### config.mk
export PLATFORM = sky130hd
export DESIGN_NAME = whack_round_ctrl_flat
export DESIGN_NICKNAME = d
export VERILOG_FILES = /design/src/rtl/whack_round_ctrl_pkg.sv /design/src/rtl/whack_round_ctrl_if.sv /design/src/rtl/whack_round_ctrl_rise_detect.sv /design/src/rtl/whack_round_ctrl.sv /design/src/flat_wrapper.sv
export SDC_FILE = /design/constraint.sdc
export NUM_CORES = 1
export LEC_CHECK = 0
export BUFFER_PORTS_ARGS = -buffer_cell sky130_fd_sc_hd__buf_2
export CAP_MARGIN = 20
export CORE_ASPECT_RATIO = 1.4
export CORE_MARGIN = 1
export CORE_UTILIZATION = 35
export CTS_BUF_LIST = sky130_fd_sc_hd__clkbuf_4
export DETAILED_ROUTE_END_ITERATION = 8
export SLEW_MARGIN = 20
export SYNTH_ARGS = -nofsm -noshare
export SYNTH_HDL_FRONTEND = slang
export SYNTH_HIERARCHICAL = 1
export SYNTH_SLANG_ARGS = --single-unit
export TNS_END_PERCENT = 100
### constraint.sdc
create_clock -name ClockIn -period 2.3 [get_ports ClockIn]
set_input_delay 0.345 -clock ClockIn [delete_from_list [all_inputs] [get_ports ClockIn]]
set_output_delay 0.345 -clock ClockIn [all_outputs]
set_load 0.05 [all_outputs]
### src/rtl/whack_round_ctrl_pkg.sv
// Shared types and limits for the whack-a-mole round sequencer.
// The optional pause feature is enabled with the WHACK_PAUSE_EN macro.
package whack_pkg;

    typedef enum logic [2:0] {
        IDLE   = 3'd0,
        ARM    = 3'd1,
        PLAY   = 3'd2,
        PAUSED = 3'd3,
        DONE   = 3'd4
    } state_t;

    localparam int COUNTDOWN_MAX = 9;
    localparam int ROUND_MAX     = 59;
    localparam int HOLD_MAX      = 15;

    // Out-of-range parameters are pulled back into 1..hi so the counters never wrap.
    function automatic int clamp_param(input int value, input int hi);
        if (value < 1)
            return 1;
        else if (value > hi)
            return hi;
        else
            return value;
    endfunction

endpackage

### src/rtl/whack_round_ctrl_if.sv
// Control/status bundle between the round sequencer and the button, divider and timer logic.
// The master side is the sequencer; the slave side is the surrounding datapath.
interface whack_round_ctrl_if;

    logic       tick_1hz;
    logic       start_btn;
    logic       pause_btn;
    logic       timer_done;
    logic       timer_clear;
    logic       timer_run;
    logic       game_active;
    logic       round_over;
    logic [3:0] countdown;
    logic [5:0] elapsed;
    logic [2:0] state;

    modport master (
        input  tick_1hz, start_btn, pause_btn, timer_done,
        output timer_clear, timer_run, game_active, round_over, countdown, elapsed, state
    );

    modport slave (
        output tick_1hz, start_btn, pause_btn, timer_done,
        input  timer_clear, timer_run, game_active, round_over, countdown, elapsed, state
    );

endinterface

### src/rtl/whack_round_ctrl_rise_detect.sv
// Registered rising-edge detector: rise is high for the cycle where level is 1 but was 0 at the
// previous edge, so a held button produces exactly one rise.
module rise_detect (
    input  logic ClockIn,
    input  logic Reset,
    input  logic level,
    output logic rise
);

    logic level_q;

    always_ff @(posedge ClockIn) begin
        if (Reset)
            level_q <= 1'b0;
        else
            level_q <= level;
    end

    assign rise = level & ~level_q;

endmodule

### src/rtl/whack_round_ctrl.sv
// Round sequencer: IDLE -> ARM countdown -> PLAY -> DONE hold -> IDLE, all outputs registered.
// Defining WHACK_PAUSE_EN makes pause_btn live and adds the PAUSED state.
module whack_round_ctrl
    import whack_pkg::*;
#(
    parameter int COUNTDOWN_S = 3,
    parameter int ROUND_S     = 20,
    parameter int HOLD_S      = 5
) (
    input logic               ClockIn,
    input logic               Reset,
    whack_round_ctrl_if.master bus
);

    localparam int         CD_VAL      = clamp_param(COUNTDOWN_S, COUNTDOWN_MAX);
    localparam int         ROUND_VAL   = clamp_param(ROUND_S, ROUND_MAX);
    localparam int         HOLD_VAL    = clamp_param(HOLD_S, HOLD_MAX);
    localparam logic [3:0] CD_LOAD     = 4'(CD_VAL);
    localparam logic [5:0] ROUND_LIMIT = 6'(ROUND_VAL);
    localparam logic [3:0] HOLD_LAST   = 4'(HOLD_VAL - 1);

    state_t     state_q;
    logic       timer_clear_q;
    logic       timer_run_q;
    logic       game_active_q;
    logic       round_over_q;
    logic [3:0] countdown_q;
    logic [5:0] elapsed_q;
    logic [3:0] hold_q;
    logic       start_rise;
    logic       pause_rise;
    logic [5:0] elapsed_inc;
    logic       play_end;

    rise_detect start_edge (
        .ClockIn (ClockIn),
        .Reset   (Reset),
        .level   (bus.start_btn),
        .rise    (start_rise)
    );

    rise_detect pause_edge (
        .ClockIn (ClockIn),
        .Reset   (Reset),
        .level   (bus.pause_btn),
        .rise    (pause_rise)
    );

`ifndef WHACK_PAUSE_EN
    logic unused_pause;
    assign unused_pause = pause_rise;
`endif

    // A tick and timer_done on the same edge still credit the final second.
    assign elapsed_inc = (elapsed_q >= ROUND_LIMIT) ? ROUND_LIMIT : elapsed_q + 6'd1;
    assign play_end    = bus.timer_done | (bus.tick_1hz & (elapsed_inc == ROUND_LIMIT));

    always_ff @(posedge ClockIn) begin
        if (Reset) begin
            state_q       <= IDLE;
            timer_clear_q <= 1'b1;
            timer_run_q   <= 1'b0;
            game_active_q <= 1'b0;
            round_over_q  <= 1'b0;
            countdown_q   <= 4'd0;
            elapsed_q     <= 6'd0;
            hold_q        <= 4'd0;
        end else begin
            round_over_q <= 1'b0;
            case (state_q)
                IDLE: begin
                    if (start_rise) begin
                        state_q     <= ARM;
                        countdown_q <= CD_LOAD;
                        elapsed_q   <= 6'd0;
                    end
                end
                ARM: begin
                    if (bus.tick_1hz) begin
                        if (countdown_q <= 4'd1) begin
                            state_q       <= PLAY;
                            countdown_q   <= 4'd0;
                            elapsed_q     <= 6'd0;
                            timer_clear_q <= 1'b0;
                            timer_run_q   <= 1'b1;
                            game_active_q <= 1'b1;
                        end else begin
                            countdown_q <= countdown_q - 4'd1;
                        end
                    end
                end
                PLAY: begin
                    if (bus.tick_1hz)
                        elapsed_q <= elapsed_inc;
                    if (play_end) begin
                        state_q       <= DONE;
                        round_over_q  <= 1'b1;
                        timer_run_q   <= 1'b0;
                        game_active_q <= 1'b0;
                        hold_q        <= 4'd0;
                    end
`ifdef WHACK_PAUSE_EN
                    else if (pause_rise) begin
                        state_q       <= PAUSED;
                        timer_run_q   <= 1'b0;
                        game_active_q <= 1'b0;
                    end
`endif
                end
`ifdef WHACK_PAUSE_EN
                PAUSED: begin
                    if (bus.timer_done) begin
                        state_q      <= DONE;
                        round_over_q <= 1'b1;
                        hold_q       <= 4'd0;
                    end else if (pause_rise) begin
                        state_q       <= PLAY;
                        timer_run_q   <= 1'b1;
                        game_active_q <= 1'b1;
                    end
                end
`endif
                DONE: begin
                    if (start_rise) begin
                        state_q       <= ARM;
                        countdown_q   <= CD_LOAD;
                        elapsed_q     <= 6'd0;
                        hold_q        <= 4'd0;
                        timer_clear_q <= 1'b1;
                    end else if (bus.tick_1hz) begin
                        if (hold_q == HOLD_LAST) begin
                            state_q       <= IDLE;
                            hold_q        <= 4'd0;
                            timer_clear_q <= 1'b1;
                        end else begin
                            hold_q <= hold_q + 4'd1;
                        end
                    end
                end
                default: begin
                    state_q       <= IDLE;
                    timer_clear_q <= 1'b1;
                    timer_run_q   <= 1'b0;
                    game_active_q <= 1'b0;
                    countdown_q   <= 4'd0;
                    elapsed_q     <= 6'd0;
                    hold_q        <= 4'd0;
                end
            endcase
        end
    end

    assign bus.timer_clear = timer_clear_q;
    assign bus.timer_run   = timer_run_q;
    assign bus.game_active = game_active_q;
    assign bus.round_over  = round_over_q;
    assign bus.countdown   = countdown_q;
    assign bus.elapsed     = elapsed_q;
    assign bus.state       = state_q;

endmodule

### src/flat_wrapper.sv
// flat-port wrapper written by rule: the top's interface ports become plain ports
module whack_round_ctrl_flat import whack_pkg::*;
#(
    parameter int COUNTDOWN_S = 3,
    parameter int ROUND_S     = 20,
    parameter int HOLD_S      = 5
)
  (ClockIn, Reset, bus_tick_1hz, bus_start_btn, bus_pause_btn, bus_timer_done, bus_timer_clear, bus_timer_run, bus_game_active, bus_round_over, bus_countdown, bus_elapsed, bus_state);
  whack_round_ctrl_if bus_i ();
  input logic ClockIn;
  input logic Reset;
  input wire logic [$bits(bus_i.tick_1hz)-1:0] bus_tick_1hz;
  input wire logic [$bits(bus_i.start_btn)-1:0] bus_start_btn;
  input wire logic [$bits(bus_i.pause_btn)-1:0] bus_pause_btn;
  input wire logic [$bits(bus_i.timer_done)-1:0] bus_timer_done;
  output wire logic [$bits(bus_i.timer_clear)-1:0] bus_timer_clear;
  output wire logic [$bits(bus_i.timer_run)-1:0] bus_timer_run;
  output wire logic [$bits(bus_i.game_active)-1:0] bus_game_active;
  output wire logic [$bits(bus_i.round_over)-1:0] bus_round_over;
  output wire logic [$bits(bus_i.countdown)-1:0] bus_countdown;
  output wire logic [$bits(bus_i.elapsed)-1:0] bus_elapsed;
  output wire logic [$bits(bus_i.state)-1:0] bus_state;
  assign bus_i.tick_1hz = bus_tick_1hz;
  assign bus_i.start_btn = bus_start_btn;
  assign bus_i.pause_btn = bus_pause_btn;
  assign bus_i.timer_done = bus_timer_done;
  assign bus_timer_clear = bus_i.timer_clear;
  assign bus_timer_run = bus_i.timer_run;
  assign bus_game_active = bus_i.game_active;
  assign bus_round_over = bus_i.round_over;
  assign bus_countdown = bus_i.countdown;
  assign bus_elapsed = bus_i.elapsed;
  assign bus_state = bus_i.state;
  whack_round_ctrl #(.COUNTDOWN_S(COUNTDOWN_S), .ROUND_S(ROUND_S), .HOLD_S(HOLD_S)) u_core (.ClockIn(ClockIn), .Reset(Reset), .bus(bus_i));
endmodule
# == Word level (Yosys, flattened, before mapping) ==
# Index checks and enable logic that the tools add are counted.
# word_totals
ff_bits,21
input_bits,6
output_inout_bits,17
wordCells,79
# op_classes
add_sub_neg,3
order_cmp,2
eq_ne,13
mux,34
bitwise,8
reduce_logical,11
# op_table
operator,count
2-to-1 mux 6 bit,5
2-to-1 mux 4 bit,7
case mux 4 bit (3 select lines),2
2-to-1 mux 3 bit,7
case mux 6 bit (3 select lines),1
case mux 3 bit (4 select lines),1
2-to-1 mux 1 bit,9
AND reduction 4 bit,2
OR reduction 2 bit,4
adder 6 x 1 -> 6 bit (second input constant),1
== test 6 x 5 -> 1 bit (second input constant),1
>= comparator 6 x 5 -> 1 bit (second input constant),1
inequality test 2 x 1 -> 1 bit (second input constant),3
inequality test 2 bit (second input constant),3
case mux 1 bit (3 select lines),2
AND reduction 3 bit,2
AND reduction 6 bit,1
inverter 1 bit,5
AND reduction 5 bit,1
adder 4 x 1 -> 4 bit (second input constant),1
== test 4 x 3 -> 1 bit (second input constant),1
<= comparator 4 x 1 -> 1 bit (second input constant),1
subtractor 4 x 1 -> 4 bit (second input constant),1
== test 3 x 1 -> 1 bit (second input constant),1
7 further kinds,8

# == Logic depth before layout (Yosys ltp) ==
# depth
depth_word,7
depth_mapped,7
mapped_depth_nobuf,7

# == Modules after synthesis ==
# Netlist, hierarchy kept.
# by_module_without_submodules
mod,instances,cells_each,area_per_inst_um2,seq_area_each_um2
whack_round_ctrl,1,151,1202.4,400.4
rise_detect,1,3,47.5,20.0

# == Worst setup path after synthesis ==
# Ideal clock, no wire load.
# synth_path
path_kind,register to register
start,"reg u_core.elapsed_q[0], in the netlist u_core/bus.elapsed[0]"
end,reg u_core.hold_q[2]
setup_ns,0.071
arrival_ns,2.278
t_required_ns,2.229
setup_slack_ns,-0.049
stages_incl_launch_ff,7
n_path_buf,0
period_less_slack_ns,2.349
path_cell_list,dfxtp_1 > inv_1 > ha_1 > o311ai_1 > o31ai_4 > or4_1 > a21oi_1
# synth_between
elab_chain_cells,7
elab_cells_between_ends,8
# synth_rtl
item,line_no,rtl
start: declaration,whack_round_ctrl.sv:28,logic [5:0] elapsed_q;
start signal: assignment,whack_round_ctrl.sv:94,elapsed_q <= elapsed_inc;
adder 6 x 1 -> 6 bit / >= comparator 6 x 5 -> 1 bit (equally long branches),whack_round_ctrl.sv:55,assign elapsed_inc = (elapsed_q >= ROUND_LIMIT) ? ROUND_LIMIT : elapsed_q + 6'd1;
2-to-1 mux 6 bit *,whack_round_ctrl.sv:55,
== test 6 x 5 -> 1 bit *,whack_round_ctrl.sv:56,assign play_end = bus.timer_done | (bus.tick_1hz & (elapsed_inc == ROUND_LIMIT));
AND 1 bit *,whack_round_ctrl.sv:56,
bitwise OR 1 bit *,whack_round_ctrl.sv:56,
inequality test 2 x 1 -> 1 bit (no line) *,n/a,
AND reduction 3 bit (no line) *,n/a,
end signal: assignment,whack_round_ctrl.sv:136,hold_q <= hold_q + 4'd1;
end: declaration,whack_round_ctrl.sv:29,logic [3:0] hold_q;
# Every way passes the cells marked *; elsewhere a longest branch is shown, timed or not.
# A chain may end at the register's enable or synchronous reset.

# == Worst setup path in the final report ==
# Same ends and word-level chain as after synthesis.

==> summary.md <==
| Metric | Value |
|---|---|
| CTS tree | `done` |
| Synth Warn # | `6` |
| M2 GR Usage | `28.41%` |
| Initial antenna violation count | `0` |
| Total CTS buffers | `3` |
| Synth Area in Compound Gates | `25.63%` |
| Clock power share | `between 20% and 30%` |
| Ant diodes | `0` |
| Slew @ Worst Pin | `0.4341 ns` |
| I/O pins | `23` |
| Post-synthesis cell area | `1250 µm²` |
| Final period util | `87.48%` |
| Fillcell total | `347` |
| Worst hold path startpoint | `bus_start_btn` |
| Worst skew pair latency | `about 0.30 ns` |
| Flop pwr share | `51.3%` |
| Total track usage | `16.89%` |
| Layout area overhead | `14.72%` |
| Part of the power in combinational logic | `24.6%` |
| Initial Util | `37.00%` |
| Clk slew on worst S/H paths | `0.11 ns` |
| Worst r2r src | `u_core/bus.elapsed[0]` |
| Max H-tree Level | `1` |
| Post-synthesis sequential area ratio | `33.63%` |
| Post-route ant nets | `0` |
| Site Rows | `25` |
| Postcts setup bufs | `0` |
| Worst Skew | `between 0.005 and 0.006 ns` |
| Grt peak-use layer | `met2` |
| Drc violations | `0` |
| Total power | `762.6 µW` |
| Die width | `52.51 µm` |
| Status | `completed` |
| Avg WL per Cell | `approximately 14 µm` |
| Placed cell count | `between 200 and 250` |
| Final net count | `189` |
| Hold Violations, Final | `0` |
| Crit start category | `register` |
| WL final | `2916 µm` |
| Most common cell after layout, fill and taps aside | `buf_2` |
| Slew HR | `71.06%` |
| Delay-heaviest family, CP | `compound AO/OA/AOI/OAI gates` |
| IO buf count | `21` |
| Gp weighted congestion | `0.7764` |
| Layout cells sized above 1 | `23.30%` |
| Cells along the critical path | `inv_1, ha_1, o311ai_1, buf_4, o31ai_4, or4_1, a21oi_1` |
| Post-Synth XOR/XNOR Area | `0.7007%` |
| Fin util | `42.44%` |
| Pins Over Slew Limit | `0` |
| Worst hold path stage count | `2` |
| Via density | `5.704` |
| Synth top area cells | `dfxtp_1 34%, ha_1 6.0%, a21oi_1 5.2%, o21ai_0 5.2%, nor2_1 5.1%` |
| Final setup fails | `0` |
| Largest net degree at the start of global routing | `23` |
| Unrepaired setup endpoints after global routing | `false` |
| Post-synthesis mux area share | `0.9009%` |
| CP max stage delay | `0.48 ns` |
| Synth cell types | `43` |
| RR Endpoint | `u_core/hold_q[2]` |
| Largest family of logic cells by synthesized area | `simple AND/OR/NAND/NOR gates` |
| Setup TNS | `0 ns` |
| WHS Endpoint | `u_core/start_edge/level_q` |
| DRT iter0 DRCs | `47` |
| M1 GR Usage | `between 20% and 30%` |
| Die height | `72.71 µm` |
| Internal power | `a little over 500 µW` |
| Mapped Cells | `~150` |
| Reg2reg path depth | `7` |
| Synth Register Bits | `21` |
| Data required, critical path | `2.53 ns` |
| Final Non-Filler Cells | `216` |
| Simple-gate share of the synthesized area | `26.03%` |
| Post-synth top area share | `33.63%` |
| Number of global-route vias before repair | `1136` |
| Worst Path Arrival | `approximately 2.3 ns` |
| Switching share of power | `32.42%` |
| Pwr dens | `roughly 530 nW/µm²` |
| 1st-pass router iterations | `4` |
| Pleak | `around 0.0006 µW` |
| Slowest library cell on the worst path | `or4_1` |
| Die ar. | `3818 µm²` |
| Syn nets | `166` |
| GR Util met3 | `1.875%` |
| Critical path type | `reg -> reg` |
| Max IR drop VDD | `0.2601 mV` |
| Vias after detailed routing | `1232` |
| Post-Synth Adder-Cell Area | `6.006%` |
| Net Switching | `247.2 µW` |
| DP Area | `between 1000 and 1500 µm²` |
| Grt ovf | `0` |
| Detail Placement HPWL | `2204 µm` |
| HP Class | `in -> reg` |
| First-pass GRT wire length | `4912 µm` |
| Clock buffer depth | `2` |
| Crit-path max FO | `7` |
| Critical Path Sink Type | `register` |
| CTS sink count | `21` |
| Synthesized area per cell | `around 8 µm²` |
| Reg-to-reg slack, setup | `0.29 ns` |
| Final Cell Area | `1434 µm²` |
| Final Critical Period | `2.012 ns` |
| Root buffer cell | `clkbuf_4` |
| CORE AREA | `3378 µm²` |
| Yosys top cell by area | `dfxtp_1` |
| Most frequent cells in the layout | `21 x buf_2, 20 x dfxtp_1, 17 x nor2_1, 13 x a21oi_1, 13 x o21ai_0` |
| Buffers & Inverters on Critical Path | `2` |
| # resized after CTS | `0` |
| Post-CTS Hold Fix Bufs | `0` |
| Max-Cap Viols | `0` |
| Fmax | `about 500 MHz` |
## through the flow
step / hold WS (ns) / setup WS (ns)
after global routing: 0.2797 / 0.1543
after CTS: 0.2715 / 0.2548
after global placement: 0.4673 / 0.2955
after floorplan: 0.4093 / 0.03429
final: 0.2823 / 0.2880
after detailed placement: 0.4762 / 0.2682
## state kept, by name, summed over array words and instances, names as in the netlist
register	flops
u_core/bus.elapsed	6
u_core/bus.countdown	4
u_core/hold_q	4
u_core/bus.state	3
u_core/bus.game_active	1
u_core/bus.round_over	1
u_core/bus.timer_clear	1
u_core/start_edge/level_q	1
## layout make-up
class                      instances  area (µm²)  area share [%]
inverter                           9       33.78           2.356
multi-input combinational        114       740.7           51.66
tap                               40       50.05           3.490
sequential                        21       421.7           29.41
clock buffer                       4       30.03           2.094
timing repair buffer              28       157.7           10.99
## synthesized netlist by cell type
master    count
o31ai_1       4
a21o_1        1
a31oi_1       5
a22oi_1       1
or3_1         3
buf_4         1
or2_2         1
nor2b_1       2
ha_1          6
a41o_1        1
and3b_1       1
o211ai_1      2
o21a_1        1
o211a_1       1
clkbuf_1      3
nand2_1       4
and2_1        1
a32oi_1       1
xnor2_1       1
nand4_1       4
nor3_1        7
nor2_1       17
o311ai_1      1
a221oi_1      1
nand3_1       5
dfxtp_1      21
nor3b_1       1
inv_1         9
or3_4         1
o31ai_4       1
nor2b_4       2
nand2b_1      1
a21oi_1      13
buf_6         1
buf_2         5
mux2_2        1
a211oi_1      2
a22o_1        1
nand3b_1      2
or3b_2        2
or4_1         2
nor4b_1       1
o21ai_0      13
## worst max path at each step
stage                           from          endpoint  depth (start not counted)
2_1_floorplan    u_core/bus.state[1]  u_core/hold_q[1]                          6
3_3_place_gp           bus_start_btn  u_core/hold_q[3]                          6
3_5_place_dp   u_core/bus.elapsed[0]  u_core/hold_q[2]                          7
4_1_cts        u_core/bus.elapsed[0]  u_core/hold_q[2]                          7
5_1_grt        u_core/bus.elapsed[0]  u_core/hold_q[2]                          7
6_report       u_core/bus.elapsed[0]  u_core/hold_q[2]                          7
## logic make-up (layout without fill, tap and decap cells)
group / after synthesis / in the layout
simple gates: 57 / 57
compound gates: 49 / 49
flops: 21 / 21
buf+inv: 19 / 41
fa+ha+maj: 6 / 6
xor+xnor: 1 / 1
mux: 1 / 1
## layer usage
metal	part of all wire (%)	wire [µm]	vias up
met4	2.2	65	0
met1	41	1202	585
li1	-	-	606
met3	4.8	139	7
met2	52	1508	34
met5	0	0	-
## power groups by stage
| stage | clock network (µW) | registers (µW) | logic (µW) |
|---|---|---|---|
| floorplan | 0 | 432 | 107 |
| global placement | 0 | 399 | 184 |
| detailed placement | 0 | 400 | 187 |
| CTS | 195 | 392 | 188 |
| global route | 206 | 394 | 205 |
| finish | 184 | 391 | 188 |
Power figures use the tool's default switching activity.
